**src/rtl/clock_divider_multi.sv**
```systemverilog
// rtl/clock_divider_multi.sv - multi-channel programmable clock divider with shadowed settings
module clock_divider_multi #(
  parameter int WIDTH    = 8,
  parameter int CHANNELS = 2
) (
  input  logic                      clk_in,
  input  logic                      nrst,
  input  logic [CHANNELS-1:0]       en,
  input  logic [CHANNELS*WIDTH-1:0] scale,
  input  logic [CHANNELS*WIDTH-1:0] duty,
  input  logic [CHANNELS-1:0]       mode,
  input  logic                      sync,
  output logic [CHANNELS-1:0]       clk_out,
  output logic [CHANNELS-1:0]       tick
);

  for (genvar i = 0; i < CHANNELS; i++) begin : g_ch
    // live per-channel settings, sampled into the shadows only at safe points
    logic [WIDTH-1:0] live_scale;
    logic [WIDTH-1:0] live_duty;
    logic             live_mode;

    // running state and shadow copies of the settings for the current period
    logic [WIDTH-1:0] cnt_q;
    logic [WIDTH-1:0] s_q;
    logic [WIDTH-1:0] d_q;
    logic             m_q;
    logic             out_q;
    logic             tick_q;

    // wrap marks the last count of the period; level is the output for this count
    logic             wrap;
    logic             level;

    assign live_scale = scale[i*WIDTH +: WIDTH];
    assign live_duty  = duty[i*WIDTH +: WIDTH];
    assign live_mode  = mode[i];

    assign wrap  = (cnt_q == s_q);
    assign level = m_q ? wrap : (cnt_q < d_q);

    // counter, shadow reload and registered outputs for one channel
    always_ff @(posedge clk_in) begin
      if (!nrst) begin
        cnt_q  <= '0;
        s_q    <= '0;
        d_q    <= '0;
        m_q    <= 1'b0;
        out_q  <= 1'b0;
        tick_q <= 1'b0;
      end else if (sync || !en[i]) begin
        // idle or phase-align: park at count 0 and track the live settings
        cnt_q  <= '0;
        out_q  <= 1'b0;
        tick_q <= 1'b0;
        s_q    <= live_scale;
        d_q    <= live_duty;
        m_q    <= live_mode;
      end else begin
        out_q  <= level;
        tick_q <= wrap;
        if (wrap) begin
          // settings change only here, so a period is never cut short
          cnt_q <= '0;
          s_q   <= live_scale;
          d_q   <= live_duty;
          m_q   <= live_mode;
        end else begin
          cnt_q <= cnt_q + WIDTH'(1);
        end
      end
    end

    assign clk_out[i] = out_q;
    assign tick[i]    = tick_q;
  end

endmodule

```
**config.mk**
```make
export PLATFORM = sky130hd
export DESIGN_NAME = clock_divider_multi
export DESIGN_NICKNAME = d
export VERILOG_FILES = /design/src/rtl/clock_divider_multi.sv
export SDC_FILE = /design/constraint.sdc
export NUM_CORES = 1
export LEC_CHECK = 0
export ABC_AREA = 0
export BUFFER_PORTS_ARGS = -buffer_cell sky130_fd_sc_hd__buf_2
export CORE_UTILIZATION = 56
export DETAILED_ROUTE_END_ITERATION = 7
export MAX_ROUTING_LAYER = met4
export PLACE_DENSITY = 0.77
export SLEW_MARGIN = 10
export SYNTH_ARGS = -nofsm -noshare
export SYNTH_HDL_FRONTEND = slang
export SYNTH_SLANG_ARGS = --single-unit
```
**constraint.sdc**
```tcl
create_clock -name clk_in -period 2 [get_ports clk_in]
set_input_delay 0.4 -clock clk_in [delete_from_list [all_inputs] [get_ports clk_in]]
set_output_delay 0.4 -clock clk_in [all_outputs]
set_load 0.05 [all_outputs]
```
* After elaboration in Yosys (flattened, before gate mapping)
Index checks and enable logic that the tools add are counted.
Word-level totals: logic and storage cells 43, output and inout bits 4, flip-flop bits (word level) 54
Cells by class: add/subtract/negate cells 2, bitwise gates (word level) 1, multiplexer cells 14, reductions and logical operators 10, equal/unequal tests 2, magnitude comparators 2
Operators with widths (count):
- $mux 8 | 8
- $add 8x1->8 const B | 2
- $eq 8x8->1 | 2
- $lt 8x8->1 | 2
- $mux 1 | 6
- $reduce_or 3->1 | 2
- $reduce_bool 2->1 | 2
- $reduce_or 2->1 | 2
- $logic_not 1->1 | 2
- $logic_or 1x1->1 | 2
- $not 1->1 | 1

* Depth between registers and ports, before layout
Gate-level depths: netlist (run 1).
depth in word-level cells 3, gate-level depth with buffers 6, depth with buffers taken out 6

* Worst setup path before layout (run 1)
OpenSTA, ideal clock, no wires.
kind register -> register, start point register g_ch[1].cnt_q[2], end point register g_ch[1].d_q[4], required time 1.879 ns, clock period less this slack 1.422 ns, cell stages (with the launch flop) 7, path slack 0.578 ns, path buffers 1, data arrival time 1.301 ns, cell sequence dfxtp_1 > xor2_1 > nor4_2 > nand2_1 > nand2_2 > buf_4 > a2bb2oi_1
Between the ends: longest elaborated chain between the ends 2
Ends and longest elaborated chain:
- from (decl) | RTL line 24 | logic [WIDTH-1:0] cnt_q;
- from (signal assigned) | RTL line 69 | cnt_q <= cnt_q + WIDTH'(1);
- $eq 8x8->1 | RTL line 39 | assign wrap = (cnt_q == s_q);
- $reduce_bool 2->1 (no source line)
- to (signal assigned) | RTL line 57 | d_q <= live_duty;
- to (signal assigned) | RTL line 66 | d_q <= live_duty;
- to (decl) | RTL line 26 | logic [WIDTH-1:0] d_q;
Every way passes these cells. A chain may end at the register's enable or synchronous reset.

* Final worst setup path (run 1)
Ends and elaborated chain as after synthesis.

==> impl_summary.txt, run 1 <==
----------------------------------------------------
[Outcome]
  Outcome ... finished clean

[STA]
  Slew Limit Fails ... 0
  Final setup violation count ... 0
  Setup Total Neg Slack ... 0 ps
  Unrepaired setup endpoints after global routing ... no
  Actual slew at the worst max-slew pin ... roughly 400 ps
  Final period utilization ... 0.836
  Post-layout min period ... 1670 ps
  Highest clock frequency the design can meet ... ~600 MHz
  Number of hold violations in the final report ... 0
  PnR worst setup slack ... around 330 ps
  Worst setup skew after layout ... 10.3 ps
  Fin Hold WS ... between 300 and 400 ps
  Remaining max-slew budget at the tightest pin ... 0.723

[Critical path]
  Arrival time at the worst endpoint ... roughly 1900 ps
  Standard cell with the maximum stage delay on the critical path ... sky130_fd_sc_hd__dfxtp_1
  Cells along the critical path ... xor2_1, nor4_2, nand2_1, nand2_4, a2bb2oi_1
  Crit Path Class ... register to register
  Required time reported for the critical path endpoint ... 2250 ps
  Kind of cell adding the most delay to the critical path ... simple AND/OR/NAND/NOR gates
  Worst R2R Start ... g_ch[1].cnt_q[2]
  Number of cells on the worst reg-to-reg path ... 5
  CP bufs+invs ... 0
  Worst-case register-to-register setup slack ... roughly 330 ps
  Crit path max fanout ... 17
  Endpoint of the worst-slack reg-to-reg timing path ... g_ch[1].d_q[4]
  Setup crit end kind ... register
  Setup crit start kind ... register
  Delay of the slowest cell on the worst path ... 490 ps

[Finish]
  Post-layout net count ... between 300 and 400
  Relative area change from synthesis to final layout ... 12.3%
  Commonest cells after routing, fill and taps aside ... sky130_fd_sc_hd__dfxtp_1 (54), sky130_fd_sc_hd__buf_2 (42), sky130_fd_sc_hd__nand2_1 (40), sky130_fd_sc_hd__xor2_1 (24), sky130_fd_sc_hd__a2bb2oi_2 (20)
  Most common cell after layout, fill and taps aside ... sky130_fd_sc_hd__dfxtp_1
  Final antenna diode count ... 0
  Share of cells above drive strength 1 ... 0.265
  Post-route non-filler standard cell count ... roughly 350

[Synthesis]
  Predominant post-synthesis flop cell ... sky130_fd_sc_hd__dfxtp_1
  Number of distinct standard cells referenced by the synthesized netlist ... 29
  Synth warn ... 0
  Net Count, Synth ... around 320
  Cell type with the highest aggregate area in the netlist ... sky130_fd_sc_hd__dfxtp_1
  Share of the yosys chip area belonging to registers ... 0.413
  Number of enable flip-flop cells after synthesis ... 0
  Largest cells by area after synthesis ... sky130_fd_sc_hd__dfxtp_1 (41%), sky130_fd_sc_hd__a2bb2oi_2 (11%), sky130_fd_sc_hd__xor2_1 (8.0%)
  FFs w/ async S/R, synth ... 0
  Synthesized flop and latch total ... between 50 and 60
  Synthesized cell area ... roughly 2600 µm²
  Post-synth top area share ... 0.413
  Mapped Cells ... about 260
  Avg Inst Size Synth ... ~10 µm²

[Global route]
  Leftover overflow at the end of global routing ... 0
  Largest net degree at the start of global routing ... 22
  Number of global-route vias before repair ... ~2000
  Antenna violations before repair ... 0
  Overall fraction of global-route tracks in use ... 0.220
  Global-route wire length before repair ... roughly 8500 µm

[Clocking]
  H-tree depth ... 2
  Clock buffer count from CTS ... 5
  Maximum buffer depth of the clock tree ... 2
  CTS tree ... built
  # clock sinks ... 54
  Clock root buffer ... sky130_fd_sc_hd__clkbuf_8
  Number of resized instances in the post-cts repair step ... 0
  CTS clock-pin slew for the worst setup and hold paths ... 100 ps
  Source-to-sink clock delay at the later pin of the worst-skew pair ... about 310 ps
  Number of buffers inserted by post-CTS setup repair ... 0
  Count of hold-fix buffers inserted at cts ... 0

[Placed design]
  Number of placed instances, taps included ... roughly 350
  GPL Wtd Cong ... 0.863
  Setup slack after placement ... between 300 and 400 ps
  Port buffer count ... 42
  Placed wire-length estimate ... approximately 3500 µm

[Power and ir drop]
  Static leakage ... between 1 and 1.5 nW
  Power density relative to cell area ... approximately 770 nW/µm²
  Share of total power in the clock network ... 0.330
  Final Total Pwr ... 0.00225 W
  Switching Share ... 0.250
  Peak supply drop ... 0.409 mV
  Psw ... between 0.0005 and 0.0006 W
  Share of power burned in registers ... 0.530
  Logic pwr share ... 0.140
  Cell internal power dissipation ... approximately 0.0017 W

[Die]
  CORE AREA ... about 4400 µm²
  Site Rows ... 24
  Floorplan die area ... between 4000 and 5000 µm²
  Die outline width ... ~70 µm
  Vertical die dimension ... between 70 and 80 µm
  Initial Utilization ... 0.593
  Io pins ... 43

[Routing]
  DRT Wirelength ... roughly 4800 µm
  Detailed-router iteration count before antenna repair ... 4
  Avg WL per Cell ... 13.4 µm
  DRC Markers ... 0
  Number of nets still failing antenna checks after routing ... 0
  Total number of vias ... around 1900
  Violation count after the first detailed-route iteration ... 102
  Number of vias per cell ... approximately 5.5

[Hold path]
  Worst hold path type ... primary input to register
  Launch instance of the worst min-delay path ... mode[0]
  Cell depth of the worst min-delay path ... 3
  Hold Path Sink ... g_ch[0].m_q

[Flow run]
  Count of maximum capacitance violations ... 0

----------------------------------------------------
## final cells by class
| type | instances | area (µm²) |
|---|---|---|
| multi-input combinational | 177 | 1370 |
| fill | 360 | 1480 |
| sequential | 54 | 1080 |
| inverter | 16 | 60.1 |
| clock inverter | 3 | 45.0 |
| tap | 52 | 65.1 |
| timing repair buffer | 47 | 248 |
| clock buffer | 5 | 68.8 |
## flip-flops by register name (all words and copies together), names as in the netlist
| register | count |
|---|---|
| g_ch.out_q | 2 |
| g_ch.d_q | 16 |
| g_ch.s_q | 16 |
| g_ch.cnt_q | 16 |
| g_ch.tick_q | 2 |
| g_ch.m_q | 2 |
## power by group through the flow
stage	registers [W]	clock network (W)	logic (W)
finish	0.00119	0.000744	0.000315
global route	0.00120	0.000794	0.000353
CTS	0.00120	0.000761	0.000320
detailed placement	0.00122	0	0.000318
global placement	0.00122	0	0.000311
floorplan	0.00121	0	0.000254
## worst max path at each step
stage	from	end	slack (ps)	cells after the start
final	g_ch[1].cnt_q[2]	g_ch[1].d_q[4]	330	5
after global routing	g_ch[0].cnt_q[3]	g_ch[0].d_q[1]	140	5
after CTS	g_ch[1].cnt_q[2]	g_ch[1].d_q[4]	330	5
after detailed placement	g_ch[1].cnt_q[2]	g_ch[1].d_q[4]	360	5
after global placement	g_ch[1].cnt_q[2]	g_ch[1].d_q[5]	390	6
after floorplan	g_ch[1].cnt_q[2]	g_ch[1].d_q[4]	580	6
## routing by layer
layer | part of all wire | wire (µm) | vias up | track usage
met1 | 0.45 | 2120 | 914 | 0.252
li1 | - | - | 980 | -
met2 | 0.50 | 2390 | 31 | 0.376
met5 | 0 | 0 | - | -
met4 | 0.015 | 70 | 0 | 0.0867
met3 | 0.035 | 165 | 8 | 0.0447
## cell usage after synthesis, types with 3 or more instances
| cell | count |
|---|---|
| sky130_fd_sc_hd__nor2_1 | 16 |
| sky130_fd_sc_hd__nand3_1 | 8 |
| sky130_fd_sc_hd__dfxtp_1 | 54 |
| sky130_fd_sc_hd__and3_1 | 7 |
| sky130_fd_sc_hd__xnor2_1 | 4 |
| sky130_fd_sc_hd__buf_4 | 7 |
| sky130_fd_sc_hd__clkbuf_1 | 4 |
| sky130_fd_sc_hd__ha_1 | 16 |
| sky130_fd_sc_hd__xor2_1 | 24 |
| sky130_fd_sc_hd__a2bb2oi_1 | 14 |
| sky130_fd_sc_hd__inv_1 | 16 |
| sky130_fd_sc_hd__a2bb2oi_2 | 20 |
| sky130_fd_sc_hd__nor4_1 | 3 |
| sky130_fd_sc_hd__nand2_1 | 40 |
## stage by stage
stage          cell area, µm²  utilization
6_report                 2940        0.666
5_1_grt                  2940        0.666
4_1_cts                  2940        0.666
3_5_place_dp             2830        0.640
3_3_place_gp             2830        0.640
2_1_floorplan            2620            -
## cells by family after synthesis
kind of cell,synth area share
adders and majority gates,0.0765
xor gates and xnor gates,0.0937
buffers and inverters,0.0631
AOI/OAI and AO/OA,0.207
and+or+nand+nor,0.147
DFF,0.413
## worst register-to-register path, cell delays in order (launching register included)
cell and delay, ps:
sky130_fd_sc_hd__dfxtp_1 490, sky130_fd_sc_hd__xor2_1 120, sky130_fd_sc_hd__nor4_2 320, sky130_fd_sc_hd__nand2_1 210
sky130_fd_sc_hd__nand2_4 280, sky130_fd_sc_hd__a2bb2oi_1 190
Power figures use the tool's default switching activity.
==> run 2, diff against run 1 <==
ABC_AREA = 1   (was 0)
PLACE_DENSITY = 0.76   (was 0.77)
clock period = 1.55 ns   (was 2 ns; I/O delays follow)
==> run 2 against run 1 <==
Against the previous run: clock power up 3%; via count up 37%; worst hold slack worse by 43 ps; sequential power up 27%; global-route usage up 1.2 points; count of clock-buffer cells in the layout unchanged; combinational power up 54%; critical endpoint is now g_ch[1].out_q; largest power group unchanged.
==> impl_summary.txt, run 2 <==
----------------------------------------------------
[Outcome]
  Outcome ... finished clean (unchanged)

[Critical path]
  Worst-case register-to-register setup slack ... 130 ps (was 330 ps)
  Number of cells on the worst reg-to-reg path ... 8 (was 5)
  Cells along the critical path ... xnor2_1, nand2_1, nor2_2, nand2_4, buf_4, nor2_1, nand2_1, nand2_1 (was xor2_1, nor4_2, nand2_1, nand2_4, a2bb2oi_1)
  Crit Path Class ... register to register (unchanged)
  Most used cell, CP ... sky130_fd_sc_hd__nand2_1
  Source of the critical timing path ... g_ch[1].cnt_q[7] (was g_ch[1].cnt_q[2])
  Number of cells on the critical path ... 8 (was 5)
  Kind of cell adding the most delay to the critical path ... simple AND/OR/NAND/NOR gates (unchanged)
  Crit path max fanout ... 10 (was 17)
  CP bufs+invs ... 1 (was 0)
  Setup crit end kind ... register (unchanged)
  Delay of the slowest cell on the worst path ... 430 ps (was 490 ps)
  Required time reported for the critical path endpoint ... 1800 ps (was 2250 ps)
  Worst R2R Start ... g_ch[1].cnt_q[7] (was g_ch[1].cnt_q[2])
  Standard cell with the maximum stage delay on the critical path ... sky130_fd_sc_hd__dfxtp_1 (unchanged)
  Arrival time at the worst endpoint ... 1670 ps (was 1920 ps)
  Setup crit start kind ... register (unchanged)

[Clocking]
  H-tree depth ... 2 (unchanged)
  Number of buffers inserted by post-CTS setup repair ... 0 (unchanged)
  Maximum buffer depth of the clock tree ... 2 (unchanged)
  Clock root buffer ... sky130_fd_sc_hd__clkbuf_8 (unchanged)
  CTS clock-pin slew for the worst setup and hold paths ... 90 ps (was 100 ps)
  CTS tree ... built (unchanged)
  Clock buffer count from CTS ... 5 (unchanged)
  # clock sinks ... 54 (unchanged)
  Source-to-sink clock delay at the later pin of the worst-skew pair ... 300 ps (was 310 ps)
  Number of resized instances in the post-cts repair step ... 0 (unchanged)
  Count of hold-fix buffers inserted at cts ... 0 (unchanged)

[Synthesis]
  Fraction of the mapped netlist area in compound gates ... 0.0151 (was 0.207)
  Number of distinct standard cells referenced by the synthesized netlist ... 24 (was 29)
  Largest cells by area after synthesis ... sky130_fd_sc_hd__dfxtp_1 (36%), sky130_fd_sc_hd__nand2_1 (21%), sky130_fd_sc_hd__inv_1 (11%) (was sky130_fd_sc_hd__dfxtp_1 (41%), sky130_fd_sc_hd__a2bb2oi_2 (11%), sky130_fd_sc_hd__xor2_1 (8.0%))
  Net Count, Synth ... 506 (was 316)
  Number of enable flip-flop cells after synthesis ... 0 (unchanged)
  Predominant post-synthesis flop cell ... sky130_fd_sc_hd__dfxtp_1 (unchanged)
  Most frequent cells after synthesis ... sky130_fd_sc_hd__nand2_1 (163), sky130_fd_sc_hd__inv_1 (89), sky130_fd_sc_hd__dfxtp_1 (54), sky130_fd_sc_hd__nand3_1 (45), sky130_fd_sc_hd__nor2_1 (26) (was sky130_fd_sc_hd__dfxtp_1 (54), sky130_fd_sc_hd__nand2_1 (40), sky130_fd_sc_hd__xor2_1 (24), sky130_fd_sc_hd__a2bb2oi_2 (20))
  Fraction of synthesized area in multiplexers ... 0 (unchanged)
  Main combinational cell family by area after synthesis ... simple AND/OR/NAND/NOR gates (was compound AO/OA/AOI/OAI gates)
  Synthesized flop and latch total ... 54 (unchanged)
  Post-synth top area share ... 0.363 (was 0.413)
  Adder and majority cell fraction of the synthesized area ... 0.0672 (was 0.0765)
  Mapped Cells ... 451 (was 261)
  Synth warn ... 0 (unchanged)
  Area share of xor/xnor cells in the synthesized design ... 0.0382 (was 0.0937)
  FFs w/ async S/R, synth ... 0 (unchanged)
  Share of the yosys chip area belonging to registers ... 0.363 (was 0.413)
  Most repeated cell in the gate-level netlist after synthesis ... sky130_fd_sc_hd__nand2_1 (was sky130_fd_sc_hd__dfxtp_1)
  Cell type with the highest aggregate area in the netlist ... sky130_fd_sc_hd__dfxtp_1 (unchanged)
  Synthesized cell area ... 2980 µm² (was 2620 µm²)
  Simple-Gate Fraction of Synth Area ... 0.354 (was 0.147)
  Avg Inst Size Synth ... 6.61 µm² (was 10.0 µm²)

[STA]
  Fin Hold WS ... 275 ps (was 318 ps)
  Slew Limit Fails ... 0 (unchanged)
  Final period utilization ... 0.917 (was 0.836)
  Remaining max-slew budget at the tightest pin ... 0.656 (was 0.723)
  Final setup violation count ... 0 (unchanged)
  Worst setup skew after layout ... 3.67 ps (was 10.3 ps)
  Post-layout min period ... 1420 ps (was 1670 ps)
  Setup Total Neg Slack ... 0 ps (unchanged)
  Actual slew at the worst max-slew pin ... 514 ps (was 405 ps)
  Highest clock frequency the design can meet ... 704 MHz (was 598 MHz)
  Number of hold violations in the final report ... 0 (unchanged)
  Unrepaired setup endpoints after global routing ... no (unchanged)

[Placed design]
  Area of placed instances ... 3210 µm² (was 2830 µm²)
  Port buffer count ... 42 (unchanged)
  Number of placed instances, taps included ... 556 (was 346)
  Placed wire-length estimate ... 4260 µm (was 3550 µm)
  GPL Wtd Cong ... 0.873 (was 0.863)

[Global route]
  Largest net degree at the start of global routing ... 35 (was 22)
  Number of global-route vias before repair ... 2447 (was 1989)
  Overall fraction of global-route tracks in use ... 0.232 (was 0.220)
  Antenna violations before repair ... 0 (unchanged)
  Leftover overflow at the end of global routing ... 0 (unchanged)
  Global-route wire length before repair ... 9710 µm (was 8490 µm)

[Finish]
  Post-route non-filler standard cell count ... 563 (was 354)
  Final standard cell area without fillers ... 3310 µm² (was 2940 µm²)
  Largest registers ... g_ch.cnt_q: 16 flops, g_ch.d_q: 16 flops, g_ch.s_q: 16 flops (unchanged)
  Most common cell after layout, fill and taps aside ... sky130_fd_sc_hd__nand2_1 (was sky130_fd_sc_hd__dfxtp_1)
  Relative area change from synthesis to final layout ... 11.0% (was 12.3%)
  Post-layout net count ... 548 (was 356)
  Fin util ... 0.648 (was 0.666)
  Share of cells above drive strength 1 ... 0.146 (was 0.265)
  Final antenna diode count ... 0 (unchanged)
  Commonest cells after routing, fill and taps aside ... sky130_fd_sc_hd__nand2_1 (163), sky130_fd_sc_hd__inv_1 (89), sky130_fd_sc_hd__dfxtp_1 (52), sky130_fd_sc_hd__nand3_1 (45), sky130_fd_sc_hd__buf_2 (42) (was sky130_fd_sc_hd__dfxtp_1 (54), sky130_fd_sc_hd__buf_2 (42), sky130_fd_sc_hd__nand2_1 (40), sky130_fd_sc_hd__xor2_1 (24), sky130_fd_sc_hd__a2bb2oi_2 (20))

[Routing]
  DRC Markers ... 0 (unchanged)
  Detailed-router iteration count before antenna repair ... 4 (unchanged)
  Total number of vias ... 2646 (was 1933)
  Number of vias per cell ... 4.70 (was 5.46)
  Number of nets still failing antenna checks after routing ... 0 (unchanged)
  DRT Wirelength ... 5830 µm (was 4750 µm)
  Avg WL per Cell ... 10.4 µm (was 13.4 µm)
  Violation count after the first detailed-route iteration ... 99 (was 102)

[Power and ir drop]
  Static leakage ... 1.93 nW (was 1.38 nW)
  Peak supply drop ... 0.447 mV (was 0.409 mV)
  Power density relative to cell area ... 834 nW/µm² (was 767 nW/µm²)

[Die]
  Die outline width ... 75.0 µm (was 70.4 µm)
  Vertical die dimension ... 75.0 µm (was 70.4 µm)
  Initial Utilization ... 0.584 (was 0.593)
  Floorplan die area ... 5620 µm² (was 4950 µm²)
  CORE AREA ... 5110 µm² (was 4410 µm²)
  Site Rows ... 26 (was 24)
  Io pins ... 43 (unchanged)

[Flow run]
  Count of maximum capacitance violations ... 0 (unchanged)

[Hold path]
  Worst hold path type ... primary input to register (unchanged)
  Launch instance of the worst min-delay path ... scale[10] (was mode[0])
  Cell depth of the worst min-delay path ... 5 (was 3)

----------------------------------------------------
## run 2: worst paths after layout
check	to
setup / recovery	g_ch[1].out_q
hold / removal	g_ch[1].s_q[2]
setup reg to reg	g_ch[1].out_q
hold reg to reg	g_ch[1].out_q
## run 2: area by class of cell
type | instances | area (µm²)
Sequential cell | 54 | 1080
Fill cell | 497 | 1800
Tap cell | 70 | 87.6
Multi-Input combinational cell | 288 | 1430
Clock buffer | 5 | 68.8
Timing Repair Buffer | 51 | 278
Inverter | 93 | 349
Clock inverter | 2 | 10.0
## run 2: cells by family (layout without fill, tap and decap cells)
| logic type | after synthesis | in the layout |
|---|---|---|
| AND/OR/NAND/NOR | 250 | 250 |
| buffers and inverters | 109 | 151 |
| flip-flops | 54 | 54 |
| adder cells (fa/ha/maj) | 16 | 16 |
| XOR/XNOR | 13 | 13 |
| AO/OA/AOI/OAI | 9 | 9 |
## run 2: report_power, final
| part | total, W | switching, W | internal (W) |
|---|---|---|---|
| logic | 0.000484 | 0.000295 | 0.000189 |
| registers | 0.00151 | 0.0000396 | 0.00147 |
| clock network | 0.000763 | 0.000458 | 0.000305 |
## run 2: routing by layer
| metal | GRT usage | vias up | part of all wire | routed length [µm] |
|---|---|---|---|---|
| li1 | - | 1415 | - | - |
| met1 | 0.233 | 1170 | 0.44 | 2590 |
| met2 | 0.443 | 51 | 0.51 | 2990 |
| met3 | 0.0402 | 10 | 0.027 | 160 |
| met4 | 0.0860 | 0 | 0.014 | 84 |
| met5 | - | - | 0 | 0 |
## run 2: worst min-delay path, delay by kind of cell
kind / cells / cell delay (ps)
buffers and inverters: 2 / 110
and+or+nand+nor: 3 / 130
## run 2: per-stage QoR
| step | power, W | setup WS, ps |
|---|---|---|
| floorplan | 0.00191 | 265 |
| global placement | 0.00201 | 78.1 |
| detailed placement | 0.00203 | 67.5 |
| CTS | 0.00278 | 51.8 |
| global route | 0.00290 | 13.5 |
| finish | 0.00276 | 129 |
==> run 3, diff against run 2 <==
CORE_UTILIZATION = 35   (was 56)
PLACE_DENSITY = 0.51   (was 0.76)
SETUP_SLACK_MARGIN = 0.3   (was default)
==> run 3 against run 2 <==
Against the previous run: count of clock-buffer cells in the layout unchanged; non-clock buffer count up 20; combinational power up 38%; sequential share of layout area down 4.4 points; register-to-register slack better by 80 ps; critical endpoint unchanged; flip-flop and latch count unchanged; power up 9.7%; die area up 58%; worst setup slack better by 77 ps; critical path depth unchanged; via count up 4.0%; maximum frequency up 5.7%; critical path type unchanged.
==> impl_summary.txt, run 3 (synthesized netlist as in run 2, its figures left out) <==
----------------------------------------------------
[STA]
  Final setup violation count ... 0 (unchanged)
  Actual slew at the worst max-slew pin ... 414 ps (was 514 ps)
  Post-layout min period ... 1340 ps (was 1420 ps)
  Highest clock frequency the design can meet ... 744 MHz (was 704 MHz)
  Fin Hold WS ... 252 ps (was 275 ps)
  Unrepaired setup endpoints after global routing ... yes (was no)
  Number of hold violations in the final report ... 0 (unchanged)
  Setup Total Neg Slack ... 0 ps (unchanged)
  Slew Limit Fails ... 0 (unchanged)
  Worst setup skew after layout ... 14.1 ps (was 3.67 ps)
  Final period utilization ... 0.867 (was 0.917)
  Remaining max-slew budget at the tightest pin ... 0.723 (was 0.656)

[Routing]
  Detailed-router iteration count before antenna repair ... 4 (unchanged)
  Violation count after the first detailed-route iteration ... 115 (was 99)
  Avg WL per Cell ... 12.0 µm (was 10.4 µm)
  Total number of vias ... 2751 (was 2646)
  DRC Markers ... 0 (unchanged)
  Number of vias per cell ... 4.42 (was 4.70)
  Number of nets still failing antenna checks after routing ... 0 (unchanged)
  DRT Wirelength ... 7460 µm (was 5830 µm)

[Power and ir drop]
  Share of total power in the clock network ... 0.284 (was 0.277)
  Logic pwr share ... 0.221 (was 0.175)
  Static leakage ... 2.12 nW (was 1.93 nW)
  Cell internal power dissipation ... 0.00207 W (was 0.00197 W)
  Switching Share ... 0.317 (was 0.287)
  Peak supply drop ... 0.389 mV (was 0.447 mV)
  Final Total Pwr ... 0.00303 W (was 0.00276 W)
  Share of power burned in registers ... 0.495 (was 0.548)
  Power density relative to cell area ... 762 nW/µm² (was 834 nW/µm²)
  Psw ... 0.000959 W (was 0.000793 W)

[Die]
  Die outline width ... 94.3 µm (was 75.0 µm)
  CORE AREA ... 8220 µm² (was 5110 µm²)
  Io pins ... 43 (unchanged)
  Floorplan die area ... 8890 µm² (was 5620 µm²)
  Site Rows ... 33 (was 26)
  Initial Utilization ... 0.363 (was 0.584)
  Vertical die dimension ... 94.3 µm (was 75.0 µm)

[Critical path]
  Number of cells on the worst reg-to-reg path ... 8 (unchanged)
  Standard cell with the maximum stage delay on the critical path ... sky130_fd_sc_hd__dfxtp_4 (was sky130_fd_sc_hd__dfxtp_1)
  Required time reported for the critical path endpoint ... 1830 ps (was 1800 ps)
  Number of cells on the critical path ... 8 (unchanged)
  Delay of the slowest cell on the worst path ... 400 ps (was 430 ps)
  Setup crit end kind ... register (unchanged)
  Arrival time at the worst endpoint ... 1630 ps (was 1670 ps)
  Source of the critical timing path ... g_ch[1].cnt_q[2] (was g_ch[1].cnt_q[7])
  Crit Path Class ... register to register (unchanged)
  Worst-case register-to-register setup slack ... 210 ps (was 130 ps)
  Worst R2R Start ... g_ch[1].cnt_q[2] (was g_ch[1].cnt_q[7])
  Setup crit start kind ... register (unchanged)
  End point of the critical path ... g_ch[1].out_q (unchanged)
  Kind of cell adding the most delay to the critical path ... simple AND/OR/NAND/NOR gates (unchanged)
  Cells along the critical path ... xnor2_2, nand2_2, nor2_4, nand2_8, clkbuf_16, nor2_4, nand2_1, nand2_1 (was xnor2_1, nand2_1, nor2_2, nand2_4, buf_4, nor2_1, nand2_1, nand2_1)
  Endpoint of the worst-slack reg-to-reg timing path ... g_ch[1].out_q (unchanged)
  Crit path max fanout ... 6 (was 10)
  CP bufs+invs ... 1 (unchanged)

[Clocking]
  Maximum buffer depth of the clock tree ... 2 (unchanged)
  CTS tree ... built (unchanged)
  Clock root buffer ... sky130_fd_sc_hd__clkbuf_8 (unchanged)
  Count of hold-fix buffers inserted at cts ... 0 (unchanged)
  Source-to-sink clock delay at the later pin of the worst-skew pair ... 320 ps (was 300 ps)
  # clock sinks ... 54 (unchanged)
  H-tree depth ... 2 (unchanged)
  Clock buffer count from CTS ... 5 (unchanged)
  CTS clock-pin slew for the worst setup and hold paths ... 120 ps (was 90 ps)

[Global route]
  Number of global-route vias before repair ... 2505 (was 2447)
  Overall fraction of global-route tracks in use ... 0.176 (was 0.232)
  Antenna violations before repair ... 0 (unchanged)
  Leftover overflow at the end of global routing ... 0 (unchanged)
  Largest net degree at the start of global routing ... 35 (unchanged)
  Global-route wire length before repair ... 11800 µm (was 9710 µm)

[Flow run]
  Count of maximum capacitance violations ... 0 (unchanged)

[Finish]
  Post-layout net count ... 572 (was 548)
  Largest registers ... g_ch.cnt_q: 16 flops, g_ch.d_q: 16 flops, g_ch.s_q: 16 flops (unchanged)
  Share of cells above drive strength 1 ... 0.305 (was 0.146)
  Most common cell after layout, fill and taps aside ... sky130_fd_sc_hd__nand2_1 (unchanged)
  Final antenna diode count ... 0 (unchanged)
  Commonest cells after routing, fill and taps aside ... sky130_fd_sc_hd__nand2_1 (148), sky130_fd_sc_hd__inv_1 (86), sky130_fd_sc_hd__buf_2 (41), sky130_fd_sc_hd__dfxtp_1 (38), sky130_fd_sc_hd__nand3_1 (32) (was sky130_fd_sc_hd__nand2_1 (163), sky130_fd_sc_hd__inv_1 (89), sky130_fd_sc_hd__dfxtp_1 (52), sky130_fd_sc_hd__nand3_1 (45), sky130_fd_sc_hd__buf_2 (42))
  Relative area change from synthesis to final layout ... 33.3% (was 11.0%)

[Placed design]
  Placed wire-length estimate ... 4320 µm (was 4260 µm)
  Port buffer count ... 42 (unchanged)
  GPL Wtd Cong ... 0.759 (was 0.873)

[Hold path]
  Worst hold path type ... primary input to register (unchanged)

[Outcome]
  Outcome ... finished clean (unchanged)

----------------------------------------------------
## run 3: cell count changes in the layout (fill, tap and decap cells not counted), moves of 9 or more
cell                      delta
sky130_fd_sc_hd__buf_4      +12
sky130_fd_sc_hd__nand2_1    -15
sky130_fd_sc_hd__nand2_2    +14
sky130_fd_sc_hd__nand3_2    +13
sky130_fd_sc_hd__nor2_1      -9
sky130_fd_sc_hd__dfxtp_4    +10
sky130_fd_sc_hd__nand3_1    -13
sky130_fd_sc_hd__dfxtp_1    -14
## run 3: worst min-delay path by stage
| stage | cells after the start | to | startpoint | slack (ps) |
|---|---|---|---|---|
| after global routing | 5 | g_ch[1].d_q[0] | duty[8] | 270 |
| after detailed placement | 2 | g_ch[1].out_q | g_ch[1].m_q | 460 |
| final | 5 | g_ch[1].s_q[1] | scale[9] | 250 |
| after global placement | 2 | g_ch[1].out_q | g_ch[1].m_q | 460 |
| after CTS | 5 | g_ch[1].s_q[0] | scale[8] | 240 |
| after floorplan | 1 | g_ch[1].cnt_q[0] | g_ch[1].cnt_q[0] | 440 |
## run 3: metrics by stage
step	instances	setup slack, ps	util	cell area, µm²
after global routing	623	112	0.483	3970
final	623	205	0.483	3970
after CTS	606	243	0.438	3600
after detailed placement	590	93.2	0.395	3250
after global placement	590	106	0.395	3250
after floorplan	451	301	-	2980
## run 3: power by group through the flow
stage          Clock [W]  Combinational [W]  Sequential (W)
2_1_floorplan          0           0.000373         0.00154
3_3_place_gp           0           0.000478         0.00155
4_1_cts         0.000881           0.000571         0.00150
5_1_grt         0.000916           0.000760         0.00151
6_report        0.000858           0.000670         0.00150
3_5_place_dp           0           0.000485         0.00155
## run 3: layer usage
metal  routed length (µm)  share of wire  vias to the layer above  track usage
met5                    0              0                        -            -
li1                     -              -                     1472            -
met2                 3150           0.42                       63        0.267
met4                   94          0.013                        0       0.0423
met1                 3900           0.52                     1209        0.244
met3                  315          0.042                        7       0.0283
## run 3: what timing repair did
item | in CTS | in global routing
pin swaps | 4 | 16
setup endpoints to repair | 55 | 54
gates cloned | 5 | 4
gates resized for setup | 44 | 54
setup buffers | 3 | 13
## run 3: worst register-to-register path: stages (launching register included)
cell,delay (ps)
sky130_fd_sc_hd__dfxtp_4,400
sky130_fd_sc_hd__xnor2_2,150
sky130_fd_sc_hd__nand2_2,90
sky130_fd_sc_hd__nor2_4,170
sky130_fd_sc_hd__nand2_8,120
sky130_fd_sc_hd__clkbuf_16,190
sky130_fd_sc_hd__nor2_4,90
sky130_fd_sc_hd__nand2_1,50
sky130_fd_sc_hd__nand2_1,50
## run 3: cell type report
class | instances | area (µm²)
multi-input cells | 292 | 1730
clock inverters | 3 | 25.0
flip-flops and latches | 54 | 1130
fillers | 853 | 4240
clock buffers | 5 | 68.8
inverters | 93 | 352
repair buffers | 71 | 542
well taps | 105 | 131
